===== src/rtl/us_cmd_dispatch.sv =====
// us_cmd_dispatch: pops upstream commands from an FWFT FIFO and sequences CPL/CPLD/WR32
// requests to the TX engine, splitting large writes into MPS-sized TLPs.
`ifndef US_CMD_INVALID
`define US_CMD_INVALID   2'b00
`define US_CMD_CPL_TYPE  2'b01
`define US_CMD_CPLD_TYPE 2'b10
`define US_CMD_WR32_TYPE 2'b11
`endif

// state | meaning
// IDLE  | waiting for a command; the pop cycle has rd_en high
// CPL   | completion request held until tx_ack
// CPLD  | completion-with-data request held until tx_ack
// WR    | issuing WR32 TLPs; wr_req low for one cycle between TLPs
// DONE  | write finished, one-cycle completion pulse
module us_cmd_dispatch #(
   parameter int MPS_BYTES = 128
) (
   input  logic        clk,
   input  logic        rst_n,
   input  logic        us_cmd_fifo_empty_i,
   input  logic [63:0] us_cmd_fifo_dout_i,
   output logic        us_cmd_fifo_rd_en_o,
   output logic        cpl_req_o,
   output logic        cpld_req_o,
   output logic        wr_req_o,
   input  logic        tx_ack_i,
   output logic [54:0] req_info_o,
   output logic [31:0] wr_addr_o,
   output logic [9:0]  wr_len_dw_o,
   output logic        up_wr_cmd_compl_o,
   output logic [1:0]  cmd_id_o,
   output logic        busy_o,
   output logic [7:0]  drop_cnt_o
);
   localparam logic [4:0] MPS_LOG2 = (MPS_BYTES == 512) ? 5'd9 :
                                     (MPS_BYTES == 256) ? 5'd8 : 5'd7;
   localparam logic [9:0] MPS_DW   = 10'(MPS_BYTES / 4);

   typedef enum logic [2:0] {IDLE, CPL, CPLD, WR, DONE} state_t;

   state_t      r_state, w_state_nxt;
   logic        r_rd_en, w_rd_en_nxt;
   logic        r_cpl_req, w_cpl_req_nxt;
   logic        r_cpld_req, w_cpld_req_nxt;
   logic        r_wr_req, w_wr_req_nxt;
   logic        r_compl, w_compl_nxt;
   logic        r_busy, w_busy_nxt;
   logic [7:0]  r_drop_cnt, w_drop_cnt_nxt;
   logic [1:0]  r_cmd_id, w_cmd_id_nxt;
   logic [54:0] r_req_info, w_req_info_nxt;
   logic [31:0] r_wr_addr, w_wr_addr_nxt;
   logic [9:0]  r_wr_len_dw, w_wr_len_dw_nxt;
   logic [13:0] r_tlp_left, w_tlp_left_nxt;

   logic [1:0]  w_cmd_type;
   logic [4:0]  w_len_raw, w_len_clamp, w_len_eff;
   logic [9:0]  w_cmd_len_dw;
   logic [13:0] w_cmd_tlps;

   assign w_cmd_type  = us_cmd_fifo_dout_i[63:62];
   assign w_len_raw   = us_cmd_fifo_dout_i[61:57];
   assign w_len_clamp = (w_len_raw > 5'd20) ? 5'd20 : w_len_raw;
   assign w_len_eff   = (w_len_clamp < 5'd2) ? 5'd2 : w_len_clamp;

   // Writes no larger than MPS go out as a single TLP; larger ones as 2^n MPS-sized TLPs.
   always_comb begin
      w_cmd_len_dw = MPS_DW;
      w_cmd_tlps   = 14'd1;
      if (w_len_eff <= MPS_LOG2) begin
         w_cmd_len_dw = 10'd1 << (w_len_eff - 5'd2);
      end else begin
         w_cmd_tlps = 14'd1 << (w_len_eff - MPS_LOG2);
      end
   end

   always_comb begin
      w_state_nxt     = r_state;
      w_rd_en_nxt     = 1'b0;
      w_cpl_req_nxt   = r_cpl_req;
      w_cpld_req_nxt  = r_cpld_req;
      w_wr_req_nxt    = r_wr_req;
      w_compl_nxt     = 1'b0;
      w_drop_cnt_nxt  = r_drop_cnt;
      w_cmd_id_nxt    = r_cmd_id;
      w_req_info_nxt  = r_req_info;
      w_wr_addr_nxt   = r_wr_addr;
      w_wr_len_dw_nxt = r_wr_len_dw;
      w_tlp_left_nxt  = r_tlp_left;
      unique case (r_state)
         IDLE: begin
            if (r_rd_en) begin
               unique case (w_cmd_type)
                  `US_CMD_CPL_TYPE: begin
                     w_state_nxt    = CPL;
                     w_cpl_req_nxt  = 1'b1;
                     w_req_info_nxt = us_cmd_fifo_dout_i[54:0];
                     w_cmd_id_nxt   = us_cmd_fifo_dout_i[56:55];
                  end
                  `US_CMD_CPLD_TYPE: begin
                     w_state_nxt    = CPLD;
                     w_cpld_req_nxt = 1'b1;
                     w_req_info_nxt = us_cmd_fifo_dout_i[54:0];
                     w_cmd_id_nxt   = us_cmd_fifo_dout_i[56:55];
                  end
                  `US_CMD_WR32_TYPE: begin
                     w_state_nxt     = WR;
                     w_wr_req_nxt    = 1'b1;
                     w_wr_addr_nxt   = {us_cmd_fifo_dout_i[31:2], 2'b00};
                     w_wr_len_dw_nxt = w_cmd_len_dw;
                     w_tlp_left_nxt  = w_cmd_tlps;
                     w_cmd_id_nxt    = us_cmd_fifo_dout_i[56:55];
                  end
                  default: begin
                     if (r_drop_cnt != 8'hFF) w_drop_cnt_nxt = r_drop_cnt + 8'd1;
                  end
               endcase
            end else if (!us_cmd_fifo_empty_i) begin
               w_rd_en_nxt = 1'b1;
            end
         end
         CPL: begin
            if (tx_ack_i) begin
               w_cpl_req_nxt = 1'b0;
               w_state_nxt   = IDLE;
            end
         end
         CPLD: begin
            if (tx_ack_i) begin
               w_cpld_req_nxt = 1'b0;
               w_state_nxt    = IDLE;
            end
         end
         WR: begin
            if (r_wr_req) begin
               if (tx_ack_i) begin
                  w_wr_req_nxt = 1'b0;
                  if (r_tlp_left == 14'd1) begin
                     w_state_nxt = DONE;
                     w_compl_nxt = 1'b1;
                  end else begin
                     w_wr_addr_nxt  = r_wr_addr + {20'd0, r_wr_len_dw, 2'b00};
                     w_tlp_left_nxt = r_tlp_left - 14'd1;
                  end
               end
            end else begin
               w_wr_req_nxt = 1'b1;
            end
         end
         DONE: w_state_nxt = IDLE;
         default: w_state_nxt = IDLE;
      endcase
      w_busy_nxt = (w_state_nxt != IDLE);
   end

   always_ff @(posedge clk or negedge rst_n) begin
      if (!rst_n) begin
         r_state     <= IDLE;
         r_rd_en     <= 1'b0;
         r_cpl_req   <= 1'b0;
         r_cpld_req  <= 1'b0;
         r_wr_req    <= 1'b0;
         r_compl     <= 1'b0;
         r_busy      <= 1'b0;
         r_drop_cnt  <= 8'd0;
         r_cmd_id    <= 2'd0;
         r_req_info  <= 55'd0;
         r_wr_addr   <= 32'd0;
         r_wr_len_dw <= 10'd0;
         r_tlp_left  <= 14'd0;
      end else begin
         r_state     <= w_state_nxt;
         r_rd_en     <= w_rd_en_nxt;
         r_cpl_req   <= w_cpl_req_nxt;
         r_cpld_req  <= w_cpld_req_nxt;
         r_wr_req    <= w_wr_req_nxt;
         r_compl     <= w_compl_nxt;
         r_busy      <= w_busy_nxt;
         r_drop_cnt  <= w_drop_cnt_nxt;
         r_cmd_id    <= w_cmd_id_nxt;
         r_req_info  <= w_req_info_nxt;
         r_wr_addr   <= w_wr_addr_nxt;
         r_wr_len_dw <= w_wr_len_dw_nxt;
         r_tlp_left  <= w_tlp_left_nxt;
      end
   end

   assign us_cmd_fifo_rd_en_o = r_rd_en;
   assign cpl_req_o           = r_cpl_req;
   assign cpld_req_o          = r_cpld_req;
   assign wr_req_o            = r_wr_req;
   assign up_wr_cmd_compl_o   = r_compl;
   assign busy_o              = r_busy;
   assign drop_cnt_o          = r_drop_cnt;
   assign cmd_id_o            = r_cmd_id;
   assign req_info_o          = r_req_info;
   assign wr_addr_o           = r_wr_addr;
   assign wr_len_dw_o         = r_wr_len_dw;
endmodule


===== config.mk =====
export PLATFORM = sky130hd
export DESIGN_NAME = us_cmd_dispatch
export DESIGN_NICKNAME = d
export VERILOG_FILES = /design/src/rtl/us_cmd_dispatch.sv
export SDC_FILE = /design/constraint.sdc
export NUM_CORES = 1
export LEC_CHECK = 0
export BUFFER_PORTS_ARGS = -buffer_cell sky130_fd_sc_hd__clkbuf_2
export CORE_MARGIN = 4
export CORE_UTILIZATION = 45
export CTS_BUF_LIST = sky130_fd_sc_hd__clkbuf_2 sky130_fd_sc_hd__clkbuf_4 sky130_fd_sc_hd__clkbuf_8
export CTS_CLUSTER_SIZE = 24
export DETAILED_ROUTE_END_ITERATION = 10
export PLACE_DENSITY = 0.75
export SKIP_LAST_GASP = 1
export SYNTH_ARGS = -nofsm -noshare
export SYNTH_HDL_FRONTEND = slang
export SYNTH_SLANG_ARGS = --single-unit

===== constraint.sdc =====
create_clock -name clk -period 2.6 [get_ports clk]
set_input_delay 0.52 -clock clk [delete_from_list [all_inputs] [get_ports clk]]
set_output_delay 0.52 -clock clk [all_outputs]
set_load 0.02 [all_outputs]

# After elaboration in Yosys (flattened, before gate mapping)
# Index checks and enable logic that the tools add are counted.
# totals
reg_bits	130
inputBits	68
elab_cells	99
# classes
add_sub_neg	5
n_lt_le_gt_ge	3
eq_ne	17
shift	2
n_mux	42
n_bitwise	1
reduce_logical	16
# op_table
operator	n
2-to-1 mux 32 bit	5
2-to-1 mux 14 bit	6
one-hot mux 32 bit (2 select lines)	1
adder 32 x 12 -> 32 bit	1
one-hot mux 14 bit (2 select lines)	1
one-hot mux 3 bit (3 select lines)	2
2-to-1 mux 1 bit	16
2-to-1 mux 3 bit	5
== test 14 x 1 -> 1 bit (second input constant)	1
left shift 1 x 5 -> 14 bit (first input constant)	1
subtractor 14 x 1 -> 14 bit (second input constant)	1
inequality test 2 bit (second input constant)	6
AND reduction 3 bit	4
AND reduction 4 bit	3
2-to-1 mux 10 bit	1
2-to-1 mux 5 bit	2
left shift 1 x 5 -> 10 bit (first input constant)	1
adder 8 x 1 -> 8 bit (second input constant)	1
inequality test 8 bit (second input constant)	1
== test 3 x 2 -> 1 bit (second input constant)	2
inequality test 2 x 1 -> 1 bit (second input constant)	3
one-hot mux 1 bit (2 select lines)	3
AND reduction 6 bit	1
nonzero test 2 bit	3
other kinds (13)	15

# Logic depth before layout (Yosys ltp)
# Gate-level depths: netlist (run 1).
# depth
depth_word	10
depth_mapped	11
ltp_nobuf	10

# Worst setup path after synthesis (run 1)
# OpenSTA, ideal clock, no wires.
# synth_path
kind	register -> register
from	register r_wr_len_dw[0], in the netlist wr_len_dw_o[0]
to	register r_wr_addr[28], in the netlist wr_addr_o[28]
setup_ps	138
t_arrival_ps	2251
required_ps	2462
slack_ps	211
stages_incl_launch_ff	10
cell_sequence	dfrtp_1 -> ha_1 -> inv_1 -> fa_1 -> and2b_1 -> o2111ai_1 -> a21oi_1 -> o211ai_1 -> o32ai_1 -> a22oi_1
# synth_between
elab_chain_cells	5
# synth_lines
item	line	text
start: declaration	53	logic [9:0] r_wr_len_dw, w_wr_len_dw_nxt;
start signal: assignment	183	r_wr_len_dw <= w_wr_len_dw_nxt;
adder 32 x 12 -> 32 bit	142	w_wr_addr_nxt = r_wr_addr + {20'd0, r_wr_len_dw, 2'b00};
2-to-1 mux 32 bit	138	if (r_tlp_left == 14'd1) begin
2-to-1 mux 32 bit	136	if (tx_ack_i) begin
2-to-1 mux 32 bit	135	if (r_wr_req) begin
one-hot mux 32 bit (2 select lines)	90	unique case (r_state)
end signal: assignment	182	r_wr_addr <= w_wr_addr_nxt;
end: declaration	52	logic [31:0] r_wr_addr, w_wr_addr_nxt;
# No other way between the ends. The select of a mux whose other input is x is not followed.
# A chain may end at the register's enable or synchronous reset.

# Worst setup path after layout (run 1)
# layout_path
from	register r_wr_len_dw[0], in the netlist wr_len_dw_o[0]
to	register r_wr_addr[18], in the netlist wr_addr_o[18]
# Same word-level chain as after synthesis.

==> out/metrics.cfg, run 1 <==
[outcome]
status = finished, final reports clean

[timing]
post-route-period-util = 0.9151
finClkSkew_ps = 8.785
rsz0062_at_grt = false
max_freq_mhz = 420.3
tightest_slew_ps = 587.1
hold_viol = 0
setup_viol = 0
relSlewSlack = 0.6078
slew_viol_final = 0
tns_ps = 0
period_needed_ps = 2379

[synthesis]
synth_cells = 642
ys_ff_latch = 128
yosysUniqueCellTypes = 70
synth_most_common_cell = dfrtp_1
synth_top_area_frac = 0.4819
synth_commonest_cells = 128 x dfrtp_1, 58 x mux2_2, 51 x nand2_1
ys_async_sr_fraction = 1.000
netlist_top_cells_area = dfrtp_1 48%, mux2_2 9.8%, ha_1 3.6%, a21oi_1 3.2%, o21ai_0 3.2%
synth_area_um2 = 6646
synth_ff_type = dfrtp_1
synth_warnings = 0
ys_seq_area_frac = 0.4819
avgSynthCellArea_um2 = 10.35
synth_largest_area_cell = dfrtp_1
synth_edf_count = 0

[power]
ir_worst_vdd_mv = 0.7834
p_int_mw = 5.471
seqPwrFrac = 0.368
comb_power_share = 0.445
p_leak_nw = 3.879
pwr-share-clk = 0.187
switchingPower_mw = 4.100
powerDensity_nw_per_um2 = 1169
p_sw_frac = 0.4284

[worst_setup_path]
startpoint = wr_len_dw_o[0]
arrival_ps = 2720
reg2reg_depth = 10
crit_required_ps = 2940
path_max_fanout = 5
ff2ff_setup_slack_ps = 220
rr_endpoint = wr_addr_o[18]
worstSetupStartpointType = flop
crit_type = flop to flop
cp-end-kind = flop
r2r-start = wr_len_dw_o[0]

[worst_hold_path]
hold_path_end = us_cmd_fifo_rd_en_o
holdPathStages = 2
hold_class = primary input to flop
min_from = us_cmd_fifo_empty_i

[global_routing]
grt_pass1_vias = 5583
gr-total-overflow = 0
busiest_layer = met2
grt_pass1_wl_mm = 28.44
antenna_found_initial = 0
grt_usage = 0.2162
met1_usage = 0.2869
grt_max_degree = 64
met3_usage = 0.06307
grt_use_met2 = 0.3369

[route]
vias = 5700
post_drt_wl_per_cell_um = 17.42
vias_per_cell = 5.594
ant_nets = 0
drcViolationCount = 0
first_pass_iters = 5
drt-initial-drc-count = 376
routed_wirelength_mm = 17.75

[finish]
utilization = 0.5654
fill_cells = 1313
finalNetCount = 910
diodes = 0
area_growth_pct = 23.17
layout-drive-gt1-share = 0.3617

[clocking]
clock_path_buffers = 2
cts-root-buf = clkbuf_8
cts_sinks = 128
cts_tree = done
insertion_delay_ps = 450
cts_buffers = 17
path_clk_slew_ps = 80
ctsHtreeMaxLevel = 4

[floorplan]
fp.dieW_um = 129.5
start_util = 0.4590
dieArea_um2 = 16780
core.rowCount = 44
coreArea_um2 = 14480
die_h_um = 129.5
pin_count = 181

[placement]
gp_congestion = 0.8440
detailed_place_hpwl_mm = 13.02
port_buffers = 178

[run]
maxCapViolCount = 0

[power by group through the flow]
stage	Clock, mW	Combinational [mW]	Sequential [mW]
after detailed placement	0	4.28	3.55
after CTS	1.83	4.29	3.52
after floorplan	0	1.93	4.38
after global routing	1.92	4.64	3.65
after global placement	0	4.20	3.50
final	1.79	4.26	3.52
[through the flow]
step,std cells,total power [mW],setup WS (ps),hold WS [ps],area (µm²)
6_report,1019,9.571,220.7,211.8,8187
5_1_grt,1019,10.20,43.63,177.4,8187
4_1_cts,1019,9.643,189.3,181.8,8183
3_5_place_dp,986,7.831,199.1,430.3,7759
3_3_place_gp,986,7.708,253.1,428.9,7759
2_1_floorplan,643,6.311,211.3,224.4,6650
[how the worst max path moves through the flow]
| stage | to | slack [ps] |
|---|---|---|
| 2_1_floorplan | wr_addr_o[28] | 210 |
| 3_3_place_gp | wr_addr_o[18] | 250 |
| 3_5_place_dp | wr_addr_o[18] | 200 |
| 4_1_cts | wr_addr_o[18] | 190 |
| 5_1_grt | wr_addr_o[28] | 40 |
| 6_report | wr_addr_o[18] | 220 |
[sequential cells by signal, summed over array words and instances (netlist names), 2 cells and up]
signal       count
r_tlp_left      14
cmd_id_o         2
wr_addr_o       30
r_state          3
drop_cnt_o       8
wr_len_dw_o     10
req_info_o      55
[worst max-delay path, stage by stage, from the launching register on]
cell and delay (ps):
dfrtp_1 380, ha_1 200, inv_1 60, fa_1 360
and2b_1 240, o2111ai_1 150, a21oi_2 210, buf_4 160
nor2_1 60, or3_1 330, o221a_2 130
[cells in the final DEF, fill, tap and decap left out, types with 4 or more instances in the layout]
master      instances
a31oi_1             7
nand2_1            50
clkbuf_8           18
clkbuf_2          177
o31ai_1             7
nor3_1             20
or3_1               5
o21ai_1             5
nor2b_1             6
o22ai_1             6
buf_12              4
nor2_1             42
a22o_1              5
clkinvlp_4          4
xor2_1              7
a22oi_1             6
inv_1              18
xnor2_1             7
and2_1              6
a21oi_1            41
and3_1             13
mux2_2             58
buf_4              11
dfrtp_1           128
a211oi_1            4
o21ai_0            42
a32oi_1             5
nand4_1            12
ha_1               19
clkinv_2            4
nand3_1            16
o211ai_1            8
[kinds of logic after synthesis]
| family | count (synthesis) | synth area share |
|---|---|---|
| simple gates | 195 | 0.1521 |
| compound gates | 172 | 0.1691 |
| flops | 128 | 0.4819 |
| mux | 61 | 0.1028 |
| buf+inv | 51 | 0.03633 |
| fa+ha+maj | 20 | 0.03878 |
| xor+xnor | 14 | 0.01845 |
| other cells | 1 | 0.0005642 |
[per-layer routing]
metal  part of all wire  up-vias
met4              0.020        0
met5                  0        -
met2               0.46      248
met3              0.086       28
met1               0.43     2718
li1                   -     2706
[timing repair]
action                     CTS  global route
hold endpoints to repair    19             0
setup endpoints to repair    0             1
gates resized for setup      0             1
setup buffers                0             0
hold buffers                 1             0
[area by class of cell]
cell class	instances	area, µm²	area share
Clock buffer	18	247.7	0.03026
Multi-Input combinational cell	464	3213	0.3925
Inverter	18	67.56	0.008253
Timing Repair Buffer	193	1059	0.1293
Clock inverter	14	166.4	0.02033
Tap cell	184	230.2	0.02812
Sequential cell	128	3203	0.3913
Note: power is estimated with default switching activity, not from simulation.
==> run 2, diff against run 1 <==
Settings changed: CTS_CLUSTER_SIZE 24 to 30, RECOVER_POWER from default to 100, SETUP_SLACK_MARGIN from default to 0.3.
==> out/metrics.cfg, run 2 (synthesized netlist as in run 1, its figures left out) <==
[timing]
rsz0062_at_grt = true
finClkSkew_ps = 8.714
tns_ps = 0
hold_viol = 0
tightest_slew_ps = 2044
slew_viol_final = 36
post-route-period-util = 0.9146
period_needed_ps = 2378
max_freq_mhz = 420.5
relSlewSlack = -0.3630
setup_viol = 0

[finish]
area_growth_pct = 24.59
layout_commonest_cell = dfrtp_1
finalNetCount = 927
largest_reg_flops = 55
diodes = 0
final_cell_mix = 125 x dfrtp_1, 113 x clkbuf_1, 69 x clkbuf_2
layout-drive-gt1-share = 0.2606
fill_cells = 1339

[route]
drt-initial-drc-count = 491
drcViolationCount = 0
vias_per_cell = 5.696
routed_wirelength_mm = 18.33
ant_nets = 0
first_pass_iters = 5
post_drt_wl_per_cell_um = 17.69
vias = 5901

[placement]
gp_congestion = 0.8909
detailed_place_hpwl_mm = 12.93
port_buffers = 178

[clocking]
cts_sinks = 128
postCtsHoldBufs = 0
path_clk_slew_ps = 80
clock_path_buffers = 2
insertion_delay_ps = 450
cts-root-buf = clkbuf_8
cts_buffers = 17
ctsHtreeMaxLevel = 4
cts_tree = done

[worst_setup_path]
crit_required_ps = 2920
path_max_fanout = 5
slowest_stage = nor4_2
slowest_delay_ps = 510
critical_path.cell_chain = ha_4 > o211ai_2 > o211a_1 > nor4_2 > clkbuf_1 > o21ai_0 > o22ai_1 > a2bb2oi_1
cp-end-kind = flop
arrival_ps = 2700
crit_buf_inv = 1
worstSetupStartpointType = flop
cpLargestDelayFamily = compound AO/OA/AOI/OAI gates
crit_type = flop to flop

[floorplan]
fp.dieW_um = 129.5
dieArea_um2 = 16780
coreArea_um2 = 14480
start_util = 0.4590
core.rowCount = 44
die_h_um = 129.5
pin_count = 181

[global_routing]
grt_pass1_wl_mm = 28.20
grt_pass1_vias = 5536
antenna_found_initial = 0
grt_max_degree = 56
gr-total-overflow = 0
grt_usage = 0.2147

[outcome]
status = finished with violations
violations = max-capacitance violations, max-slew violations

[power]
ir_worst_vdd_mv = 0.7862
powerDensity_nw_per_um2 = 1176
power_mw = 9.740
p_leak_nw = 3.622

[run]
maxCapViolCount = 1

[worst_hold_path]
hold_class = primary input to flop

run 2: changes by cell type in the layout (fill, tap and decap cells not counted), moves of 2 or more:
cell | before | now
ha_1 | 19 | 14
o21ai_0 | 42 | 44
clkinv_2 | 4 | 2
dfrtp_1 | 128 | 125
clkbuf_2 | 177 | 69
buf_4 | 11 | 25
ha_4 | 0 | 5
buf_12 | 4 | 2
clkbuf_1 | 0 | 113
clkinv_4 | 3 | 1
dfrtp_2 | 0 | 3
nand2_2 | 3 | 1
o21ai_1 | 5 | 2
run 2: final timing paths:
path	startpoint	end	slack, ps	cells after the start
worst max-delay path	wr_len_dw_o[4]	wr_addr_o[13]	220	8
worst min-delay path	us_cmd_fifo_empty_i	us_cmd_fifo_rd_en_o	220	2
worst max register to register	wr_len_dw_o[4]	wr_addr_o[13]	220	8
worst min register to register	req_info_o[11]	req_info_o[11]	500	1
max in group asynchronous	rst_n	wr_addr_o[6]	540	2
min in group asynchronous	rst_n	wr_addr_o[9]	650	1
run 2: per-layer routing:
| layer | share of wire | global-route usage |
|---|---|---|
| met5 | 0 | 0 |
| met4 | 0.013 | 0.07213 |
| met3 | 0.10 | 0.08368 |
| met2 | 0.46 | 0.3277 |
| met1 | 0.43 | 0.2813 |
run 2: final cells by class:
cell class	instances	area, µm²	area share
inverter	18	67.56	0.008160
clock inverter	13	185.2	0.02236
clock buffer	19	261.5	0.03158
tap	184	230.2	0.02780
timing repair buffer	210	1005	0.1213
sequential	128	3207	0.3873
multi-input combinational	464	3324	0.4015
run 2: through the flow:
stage	cell area, µm²	std cells	utilization	setup WS (ps)	hold WS [ps]
after floorplan	6656	643	-	342.4	224.4
after global placement	7752	986	0.5354	175.8	487.3
after detailed placement	7752	986	0.5354	105.8	492.3
after CTS	8295	1027	0.5729	275.5	19.30
after global routing	8280	1036	0.5719	117.5	169.1
final	8280	1036	0.5719	222.1	217.2
run 2: repair_timing:
item	4_1_cts	5_1_grt
endpoints found under the hold margin	0	0
pin swaps	5	17
resized for setup	7	20
setup endpoints to repair	8	26
setup buffers	9	9
gates cloned	0	0
run 2: power breakdown:
group | switching, mW | internal, mW
Combinational | 2.64 | 1.63
Clock | 0.823 | 1.09
Sequential | 0.718 | 2.83
Total | 4.18 | 5.56
